==> config.mk <==
export PLATFORM = sky130hd
export DESIGN_NAME = riscv_dm_arb
export DESIGN_NICKNAME = d
export VERILOG_FILES = /design/src/rtl/riscv_dm_arb.sv
export SDC_FILE = /design/constraint.sdc
export NUM_CORES = 1
export LEC_CHECK = 0
export CAP_MARGIN = 25
export CORE_AREA = 2 2 208 210
export DETAILED_ROUTE_END_ITERATION = 10
export DIE_AREA = 0 0 210 212
export SLEW_MARGIN = 20
export SYNTH_ARGS = -nofsm -noshare
export SYNTH_HDL_FRONTEND = slang
export SYNTH_SLANG_ARGS = --single-unit
==> constraint.sdc <==
create_clock -name i_riscv_dmarb_clk -period 1.7 [get_ports i_riscv_dmarb_clk]
set_input_delay 0.34 -clock i_riscv_dmarb_clk [delete_from_list [all_inputs] [get_ports i_riscv_dmarb_clk]]
set_output_delay 0.34 -clock i_riscv_dmarb_clk [all_outputs]
set_load 0.02 [all_outputs]
==> src/rtl/riscv_dm_arb.sv <==
// Two-port round-robin arbiter in front of a single-ported data memory, with misaligned-access detection.
// Optional per-requester bus locking is built only when RISCV_DMARB_LOCK_EN is defined.
module riscv_dm_arb #(
  parameter int ADDR_W   = 64,
  parameter int DATA_W   = 64,
  parameter int MAX_LOCK = 8
) (
  input  logic                  i_riscv_dmarb_clk,
  input  logic                  i_riscv_dmarb_rst_n,
  input  logic [1:0]            i_riscv_dmarb_req,
  input  logic [1:0]            i_riscv_dmarb_we,
  input  logic [3:0]            i_riscv_dmarb_sel,
  input  logic [2*ADDR_W-1:0]   i_riscv_dmarb_addr,
  input  logic [2*DATA_W-1:0]   i_riscv_dmarb_wdata,
  input  logic [1:0]            i_riscv_dmarb_lock,
  output logic [1:0]            o_riscv_dmarb_gnt,
  output logic [1:0]            o_riscv_dmarb_rvalid,
  output logic [1:0]            o_riscv_dmarb_err,
  output logic [DATA_W-1:0]     o_riscv_dmarb_rdata,
  output logic                  o_riscv_dmarb_dm_wen,
  output logic [1:0]            o_riscv_dmarb_dm_sel,
  output logic [ADDR_W-1:0]     o_riscv_dmarb_dm_addr,
  output logic [DATA_W-1:0]     o_riscv_dmarb_dm_wdata,
  input  logic [DATA_W-1:0]     i_riscv_dmarb_dm_rdata
);

  logic [ADDR_W-1:0] addr0, addr1;
  logic [1:0]        mis, gnt, arb_gnt;
  logic              last_gnt, last_next;

  assign addr0 = i_riscv_dmarb_addr[ADDR_W-1:0];
  assign addr1 = i_riscv_dmarb_addr[2*ADDR_W-1:ADDR_W];

  function automatic logic misaligned(input logic [1:0] size, input logic [2:0] a);
    case (size)
      2'b01:   return a[0];
      2'b10:   return |a[1:0];
      2'b11:   return |a;
      default: return 1'b0;
    endcase
  endfunction

  assign mis = {misaligned(i_riscv_dmarb_sel[3:2], addr1[2:0]),
                misaligned(i_riscv_dmarb_sel[1:0], addr0[2:0])};

  // last_gnt == 1 means p1 was served last, so p0 wins a tie.
  always_comb begin
    arb_gnt = 2'b00;
    case (i_riscv_dmarb_req)
      2'b01:   arb_gnt = 2'b01;
      2'b10:   arb_gnt = 2'b10;
      2'b11:   arb_gnt = last_gnt ? 2'b01 : 2'b10;
      default: arb_gnt = 2'b00;
    endcase
  end

`ifdef RISCV_DMARB_LOCK_EN
  localparam int CNT_W = (MAX_LOCK > 1) ? $clog2(MAX_LOCK) : 1;
  localparam logic [CNT_W-1:0] CNT_LAST = CNT_W'(MAX_LOCK - 1);

  typedef enum logic [1:0] {ARB, LOCK0, LOCK1} state_t;

  state_t           state, state_next;
  logic [CNT_W-1:0] cnt, cnt_next;

  always_ff @(posedge i_riscv_dmarb_clk or negedge i_riscv_dmarb_rst_n) begin
    if (!i_riscv_dmarb_rst_n) begin
      state <= ARB;
      cnt   <= '0;
    end else begin
      state <= state_next;
      cnt   <= cnt_next;
    end
  end

  // The locking ARB grant counts as the first held cycle, hence the counter starts at 1.
  always_comb begin
    state_next = state;
    cnt_next   = cnt;
    gnt        = 2'b00;
    last_next  = last_gnt;
    case (state)
      ARB: begin
        gnt = arb_gnt;
        if (gnt[0] && i_riscv_dmarb_lock[0] && !mis[0]) begin
          state_next = LOCK0;
          cnt_next   = CNT_W'(1);
        end else if (gnt[1] && i_riscv_dmarb_lock[1] && !mis[1]) begin
          state_next = LOCK1;
          cnt_next   = CNT_W'(1);
        end
      end
      LOCK0: begin
        gnt = {1'b0, i_riscv_dmarb_req[0]};
        if (cnt == CNT_LAST) begin
          state_next = ARB;
          cnt_next   = '0;
          last_next  = 1'b0;
        end else if (gnt[0] && !i_riscv_dmarb_lock[0]) begin
          state_next = ARB;
          cnt_next   = '0;
        end else begin
          cnt_next = cnt + 1'b1;
        end
      end
      LOCK1: begin
        gnt = {i_riscv_dmarb_req[1], 1'b0};
        if (cnt == CNT_LAST) begin
          state_next = ARB;
          cnt_next   = '0;
          last_next  = 1'b1;
        end else if (gnt[1] && !i_riscv_dmarb_lock[1]) begin
          state_next = ARB;
          cnt_next   = '0;
        end else begin
          cnt_next = cnt + 1'b1;
        end
      end
      default: state_next = ARB;
    endcase
    if (gnt[0]) last_next = 1'b0;
    else if (gnt[1]) last_next = 1'b1;
    if (!i_riscv_dmarb_rst_n) gnt = 2'b00;
  end
`else
  logic unused_lock;
  assign unused_lock = ^i_riscv_dmarb_lock;

  always_comb begin
    gnt       = i_riscv_dmarb_rst_n ? arb_gnt : 2'b00;
    last_next = last_gnt;
    if (gnt[0]) last_next = 1'b0;
    else if (gnt[1]) last_next = 1'b1;
  end
`endif

  assign o_riscv_dmarb_gnt = gnt;

  // Misaligned accesses still reach the memory port but can never write.
  always_comb begin
    o_riscv_dmarb_dm_wen   = 1'b0;
    o_riscv_dmarb_dm_sel   = 2'b00;
    o_riscv_dmarb_dm_addr  = '0;
    o_riscv_dmarb_dm_wdata = '0;
    if (gnt[0]) begin
      o_riscv_dmarb_dm_wen   = i_riscv_dmarb_we[0] & ~mis[0];
      o_riscv_dmarb_dm_sel   = i_riscv_dmarb_sel[1:0];
      o_riscv_dmarb_dm_addr  = addr0;
      o_riscv_dmarb_dm_wdata = i_riscv_dmarb_wdata[DATA_W-1:0];
    end else if (gnt[1]) begin
      o_riscv_dmarb_dm_wen   = i_riscv_dmarb_we[1] & ~mis[1];
      o_riscv_dmarb_dm_sel   = i_riscv_dmarb_sel[3:2];
      o_riscv_dmarb_dm_addr  = addr1;
      o_riscv_dmarb_dm_wdata = i_riscv_dmarb_wdata[2*DATA_W-1:DATA_W];
    end
  end

  always_ff @(posedge i_riscv_dmarb_clk or negedge i_riscv_dmarb_rst_n) begin
    if (!i_riscv_dmarb_rst_n) begin
      o_riscv_dmarb_rvalid <= 2'b00;
      o_riscv_dmarb_err    <= 2'b00;
      o_riscv_dmarb_rdata  <= '0;
      last_gnt             <= 1'b1;
    end else begin
      o_riscv_dmarb_rvalid <= gnt;
      o_riscv_dmarb_err    <= gnt & mis;
      last_gnt             <= last_next;
      if (|gnt) o_riscv_dmarb_rdata <= (|(gnt & mis)) ? '0 : i_riscv_dmarb_dm_rdata;
    end
  end

endmodule

==> results of run 1 <==
state kept, by name, indices dropped and copies added (netlist names):
name                  cells
o_riscv_dmarb_err         2
o_riscv_dmarb_rvalid      2
last_gnt                  1
o_riscv_dmarb_rdata      64
final timing paths:
path / end / slack [ns] / cells past startpoint
worst max-delay path: o_riscv_dmarb_dm_addr[32] / -0.51 / 7
worst min-delay path: o_riscv_dmarb_rdata[48] / 0.04 / 2
worst max register to register: o_riscv_dmarb_rdata[32] / -0.31 / 9
worst min register to register: o_riscv_dmarb_rdata[35] / 0.50 / 1
max in group asynchronous: o_riscv_dmarb_rdata[54] / 0.65 / 3
min in group i_riscv_dmarb_clk: last_gnt / 0.35 / 4
area by class of cell:
type	count	area, um2
Fill cell	4417	31100
Timing Repair Buffer	604	6610
Multi-Input combinational cell	213	2080
Sequential cell	69	1730
Tap cell	546	683
Clock buffer	10	239
Clock inverter	6	93.8
Inverter	3	11.3
cell families (layout without fill, tap and decap cells):
kind of cell           count (synthesis)  count (layout)
AO/OA/AOI/OAI                        206             206
flip-flops                            69              69
buffers and inverters                 44             623
AND/OR/NAND/NOR                        7               7
power by group:
group          switching, W  internal (W)
sequential         0.000119       0.00186
combinational       0.00160       0.00219
clock              0.000804       0.00134
total               0.00252       0.00539
synthesized netlist by cell type:
cell | instances | area share, %
inv_1 | 2 | 0.20
o21ai_0 | 3 | 0.40
inv_2 | 1 | 0.099
a21oi_2 | 3 | 0.69
clkbuf_1 | 13 | 1.3
a221oi_4 | 1 | 0.69
o22ai_1 | 1 | 0.17
a21oi_1 | 1 | 0.13
buf_6 | 6 | 1.8
a22o_1 | 194 | 45
dfstp_2 | 1 | 0.69
and2_1 | 2 | 0.33
o21ai_1 | 3 | 0.40
nand2_1 | 5 | 0.50
dfrtp_1 | 68 | 45
buf_2 | 22 | 2.9
routing by layer:
layer	up-vias	part of all wire (%)
met2	269	53
met5	-	0
met4	0	2.8
met1	2619	39
li1	2511	-
met3	27	6.0
through the flow:
| step | hold slack (ns) | instances |
|---|---|---|
| after floorplan | 0.0444 | 326 |
| after global placement | 0.425 | 1413 |
| after detailed placement | 0.426 | 1413 |
| after CTS | 0.0600 | 1441 |
| after global routing | 0.0759 | 1451 |
| final | 0.0430 | 1451 |
repair_timing:
action / in CTS / in global routing
cloned: 4 / 8
resized for setup: 654 / 105
hold endpoints to repair: 0 / 0
buffers inserted: 8 / 9
pin swaps: 11 / 39
setup endpoints to repair: 199 / 217
==> qor.yml, run 1 <==
run_status:
  status: "complete, but fails checks"
  violations: "setup timing"
sta:
  fin_tns_setup_ns: -76.52
  final-setup-viol-count: 198
  drv_slew: 0
  rsz0062_at_grt: "true"
  timing.fmax_mhz: 452
  finalClockSkew_ns: 0.00588
  tightest_slew_ns: 0.698
  timing.final.crit_share_pct: 130
  slew-limit-headroom_pct: 53.5
  fin_ws_ns: -0.513
  fin_crit_ns: 2.21
  finalHoldViolations: 0
finish:
  layout_common_cells: "clkdlybuf4s50_1, a22o_1, buf_6"
  drive_above_1_share_pct: 28.5
  layout_commonest_cell: "clkdlybuf4s50_1"
  final_util_pct: 26.9
  antenna_cells: 0
  areaGrowthSynthToFinish_pct: 202
  nets: 1232
  final_cell_area_um2: 11400
synth:
  synthMuxAreaShare_pct: 0
  synth_adder_area_share_pct: 0
  ys_seq_area_share_pct: 45.6
  synth_nets: 658
  syn_area_per_cell_um2: 11.6
  synth_cell_types: 16
  synth-simple-area-share_pct: 0.825
  synth_top_family_by_area: "compound AO/OA/AOI/OAI gates"
  synth_area_um2: 3790
  ys_seq_elements: 69
  syn_inst: 326
  synth-compound-area-share_pct: 47.3
  yosysWarnings: 0
  synth-xor-area-share_pct: 0
pwr:
  ir_worst_vdd_mv: 0.386
  p_total_w: 0.00791
  pwr_density_cell_nw_per_um2: 691
  p_leak_nw: 4.86
global_route:
  grt_pass1_wl_um: 37400
  grt_usage_pct: 11.6
  grt_pass1_vias: 5685
  use_met2_pct: 20.9
  grt_busiest_layer: "met2"
  grt_max_degree: 65
  grt_use_met3_pct: 2.32
  met1_usage_pct: 13.7
  overflow: 0
  grt_antenna_before_repair: 0
clock_network:
  cts_inserted_buffers: 9
  worstSkewPairLatency_ns: 0.34
  root_buffer: "clkbuf_16"
  cts_hold_buffers: 0
  clk_pin_slew_ns: 0.06
  cts_max_level: 3
  numClockSinks: 69
  cts_tree: "built"
  cts_buffer_depth: 2
critical_path:
  required_ns: 1.36
  crit_path_max_fanout: 11
  critPathTopFamily: "buffers and inverters"
  startpoint_type: "register"
  critPathMostFrequentCell: "buf_6"
  end_kind: "output pin"
  cpPeakStageDelay_ns: 0.55
  r2r-start: "last_gnt"
  cp.buffers_inverters: 5
  crit_path_top_delay_cell: "dfstp_2"
  critPathLaunch: "last_gnt"
  crit_chain: "buf_6 > a21oi_4 > buf_6 > buf_16 > clkbuf_16 > a22o_1 > buf_2"
  crit_arrival_ns: 1.87
  crit_type: "register to output pin"
floorplan:
  fp.dieW_um: 210
  chipHeight_um: 212
  dieArea_um2: 44500
  core-area_um2: 42500
  ios: 533
  start_util_pct: 8.92
  rows: 76
route:
  detail-route-antenna-nets: 0
  via_per_inst: 3.74
  drt_pre_antenna_iters: 4
  routed_wl_um: 28600
  vias: 5426
  dr.first_iter.drc_count: 284
  routedWlPerCell_um: 19.7
  drc: 0
hold_path:
  hp-class: "input port to asynchronous set/reset pin"
placed_design:
  dpl_cell_area_um2: 10300
  dp_slack_ns: -0.969
  dp_hpwl_um: 22600
  port_buffers: 530
  globalplace.congestion: 0.812
run:
  max-cap-violations: 0
Power figures use the tool's default switching activity.
==> run 2, diff against run 1 <==
--- a/config.mk
+++ b/config.mk
@@ -9,6 +9,7 @@
 export CORE_AREA = 2 2 208 210
 export DETAILED_ROUTE_END_ITERATION = 10
 export DIE_AREA = 0 0 210 212
+export GPL_TIMING_DRIVEN = 0
 export SLEW_MARGIN = 20
 export SYNTH_ARGS = -nofsm -noshare
 export SYNTH_HDL_FRONTEND = slang
==> qor.yml, run 2 (synthesis gave the netlist of run 1 again) <==
finish:
  drive_above_1_share_pct: 27.7  # was 28.5%
  reg.largest.list: "o_riscv_dmarb_rdata (64), o_riscv_dmarb_err (2), o_riscv_dmarb_rvalid (2)"  # unchanged
  regMostFlops: "o_riscv_dmarb_rdata"  # unchanged
  stdcell_count: 1455  # was 1451
  layout_commonest_cell: "clkdlybuf4s50_1"  # unchanged
  areaGrowthSynthToFinish_pct: 198  # was 202%
  nets: 1233  # was 1232
  fillCellCount: 4482  # was 4417
  layout_common_cells: "clkdlybuf4s50_1, a22o_1, buf_6"  # unchanged
  largest_register_ffs: 64  # unchanged
route:
  drt_pre_antenna_iters: 4  # unchanged
  routedWlPerCell_um: 20.6  # was 19.7 um
  vias: 5433  # was 5426
  dr.first_iter.drc_count: 203  # was 284
  via_per_inst: 3.73  # was 3.74
  routed_wl_um: 29900  # was 28600 um
  drc: 0  # unchanged
  detail-route-antenna-nets: 0  # unchanged
run_status:
  violations: "setup timing"  # unchanged
  status: "complete, but fails checks"  # unchanged
placed_design:
  port_buffers: 530  # unchanged
  dp_hpwl_um: 23700  # was 22600 um
  globalplace.congestion: 0.817  # was 0.812
  place_inst: 1403  # was 1413
pwr:
  ir_worst_vdd_mv: 0.409  # was 0.386 mV
  pwr_density_cell_nw_per_um2: 679  # was 691 nW/um2
  p_total_w: 0.00765  # was 0.00791 W
  p_leak_nw: 4.90  # was 4.86 nW
critical_path:
  crit_chain: "inv_2 > a21oi_4 > buf_6 > buf_12 > buf_8 > a22o_1 > buf_6"  # was buf_6 > a21oi_4 > buf_6 > buf_16 > clkbuf_16 > a22o_1 > buf_2
  r2r_cells: 10  # was 9
  end_kind: "output pin"  # unchanged
  reg2reg_to: "o_riscv_dmarb_rdata[37]"  # was o_riscv_dmarb_rdata[32]
  startpoint_type: "register"  # unchanged
  crit_arrival_ns: 1.91  # was 1.87 ns
  cpPeakStageDelay_ns: 0.58  # was 0.55 ns
  required_ns: 1.36  # about the same
  r2r-start: "last_gnt"  # unchanged
  reg2reg_slack_ns: -0.28  # was -0.31 ns
  crit_type: "register to output pin"  # unchanged
  crit_path_top_delay_cell: "dfstp_2"  # unchanged
  crit_path_max_fanout: 10  # was 11
  critPathMostFrequentCell: "buf_6"  # unchanged
sta:
  fin_tns_setup_ns: -79.38  # was -76.52 ns
  rsz0062_at_grt: "true"  # unchanged
  tightest_slew_ns: 0.555  # was 0.698 ns
  timing.fmax_mhz: 445  # was 452 MHz
  finalHoldViolations: 0  # unchanged
  slew-limit-headroom_pct: 62.6  # was 53.5%
  final-setup-viol-count: 197  # was 198
  fin_ws_ns: -0.548  # was -0.513 ns
  drv_slew: 0  # unchanged
  timing.final.crit_share_pct: 132  # was 130%
  fin_crit_ns: 2.25  # was 2.21 ns
  finalClockSkew_ns: 0.0112  # was 0.00588 ns
hold_path:
  hp-class: "input port to asynchronous set/reset pin"  # unchanged
floorplan:
  core-area_um2: 42500  # unchanged
  dieArea_um2: 44500  # unchanged
  chipHeight_um: 212  # unchanged
  fp.dieW_um: 210  # unchanged
  start_util_pct: 8.92  # unchanged
  rows: 76  # unchanged
  ios: 533  # unchanged
global_route:
  grt_pass1_wl_um: 39100  # was 37400 um
  grt_usage_pct: 12.2  # was 11.6%
  grt_pass1_vias: 5736  # was 5685
  overflow: 0  # unchanged
  grt_max_degree: 27  # was 65
  grt_antenna_before_repair: 4  # was 0
clock_network:
  worstSkewPairLatency_ns: 0.34  # about the same
  cts_max_level: 3  # unchanged
  numClockSinks: 69  # unchanged
  cts_tree: "built"  # unchanged
  cts_buffer_depth: 2  # unchanged
  root_buffer: "clkbuf_16"  # unchanged
  cts_inserted_buffers: 9  # unchanged
  clk_pin_slew_ns: 0.07  # was 0.06 ns
run:
  max-cap-violations: 0  # unchanged
## run 2: power by group
part	switching, W	internal (W)
Sequential	0.000123	0.00186
Clock	0.000810	0.00116
Combinational	0.00160	0.00211
## run 2: worst max path at each step
stage,from,end
5_1_grt,last_gnt,o_riscv_dmarb_dm_wdata[60]
6_report,last_gnt,o_riscv_dmarb_dm_addr[15]
2_1_floorplan,last_gnt,o_riscv_dmarb_dm_addr[11]
4_1_cts,last_gnt,o_riscv_dmarb_dm_wen
3_5_place_dp,i_riscv_dmarb_rst_n,o_riscv_dmarb_dm_wdata[5]
3_3_place_gp,i_riscv_dmarb_rst_n,o_riscv_dmarb_dm_wdata[5]
## run 2: area by class of cell
cell class,instances,area [um2],share of cell area (%)
multi-input cells,213,2020,17.9
diodes,3,7.51,0.0666
flip-flops and latches,69,1730,15.3
well taps,546,683,6.06
clock buffers,9,225,2.00
plain buffers,40,528,4.68
inverters,3,11.3,0.0999
repair buffers,565,5990,53.2
clock inverters,7,82.6,0.732
## run 2: layer usage
metal	up-vias	routed length, um	GRT usage [%]
met5	-	0	0
met4	0	641	3.91
met3	27	1590	2.29
met2	270	16000	22.5
met1	2614	11700	14.1
li1	2522	-	-
## run 2: per-stage QoR
stage | util (%) | setup slack [ns] | hold WS (ns) | cell area (um2)
CTS | 25.5 | -0.557 | 0.0273 | 10800
global placement | 23.2 | -4.72 | 0.489 | 9860
finish | 26.5 | -0.548 | 0.0276 | 11300
floorplan | - | -0.0820 | 0.0444 | 3870
detailed placement | 23.3 | -2.08 | 0.287 | 9890
global route | 26.5 | -0.608 | 0.0315 | 11300
## run 2: what timing repair did
item | in CTS | in global routing
cloned | 6 | 8
setup endpoints to repair | 207 | 208
pin swaps | 9 | 3
gates resized for setup | 807 | 53
hold endpoints to repair | 26 | 0
buffers inserted | 12 | 5
hold buffers | 3 | 0
## run 2: critical path, delay by kind of cell, from the launching register on
family,cells,cell delay [ns]
buffers and inverters,5,0.63
flip-flops,1,0.58
AO/OA/AOI/OAI,2,0.33
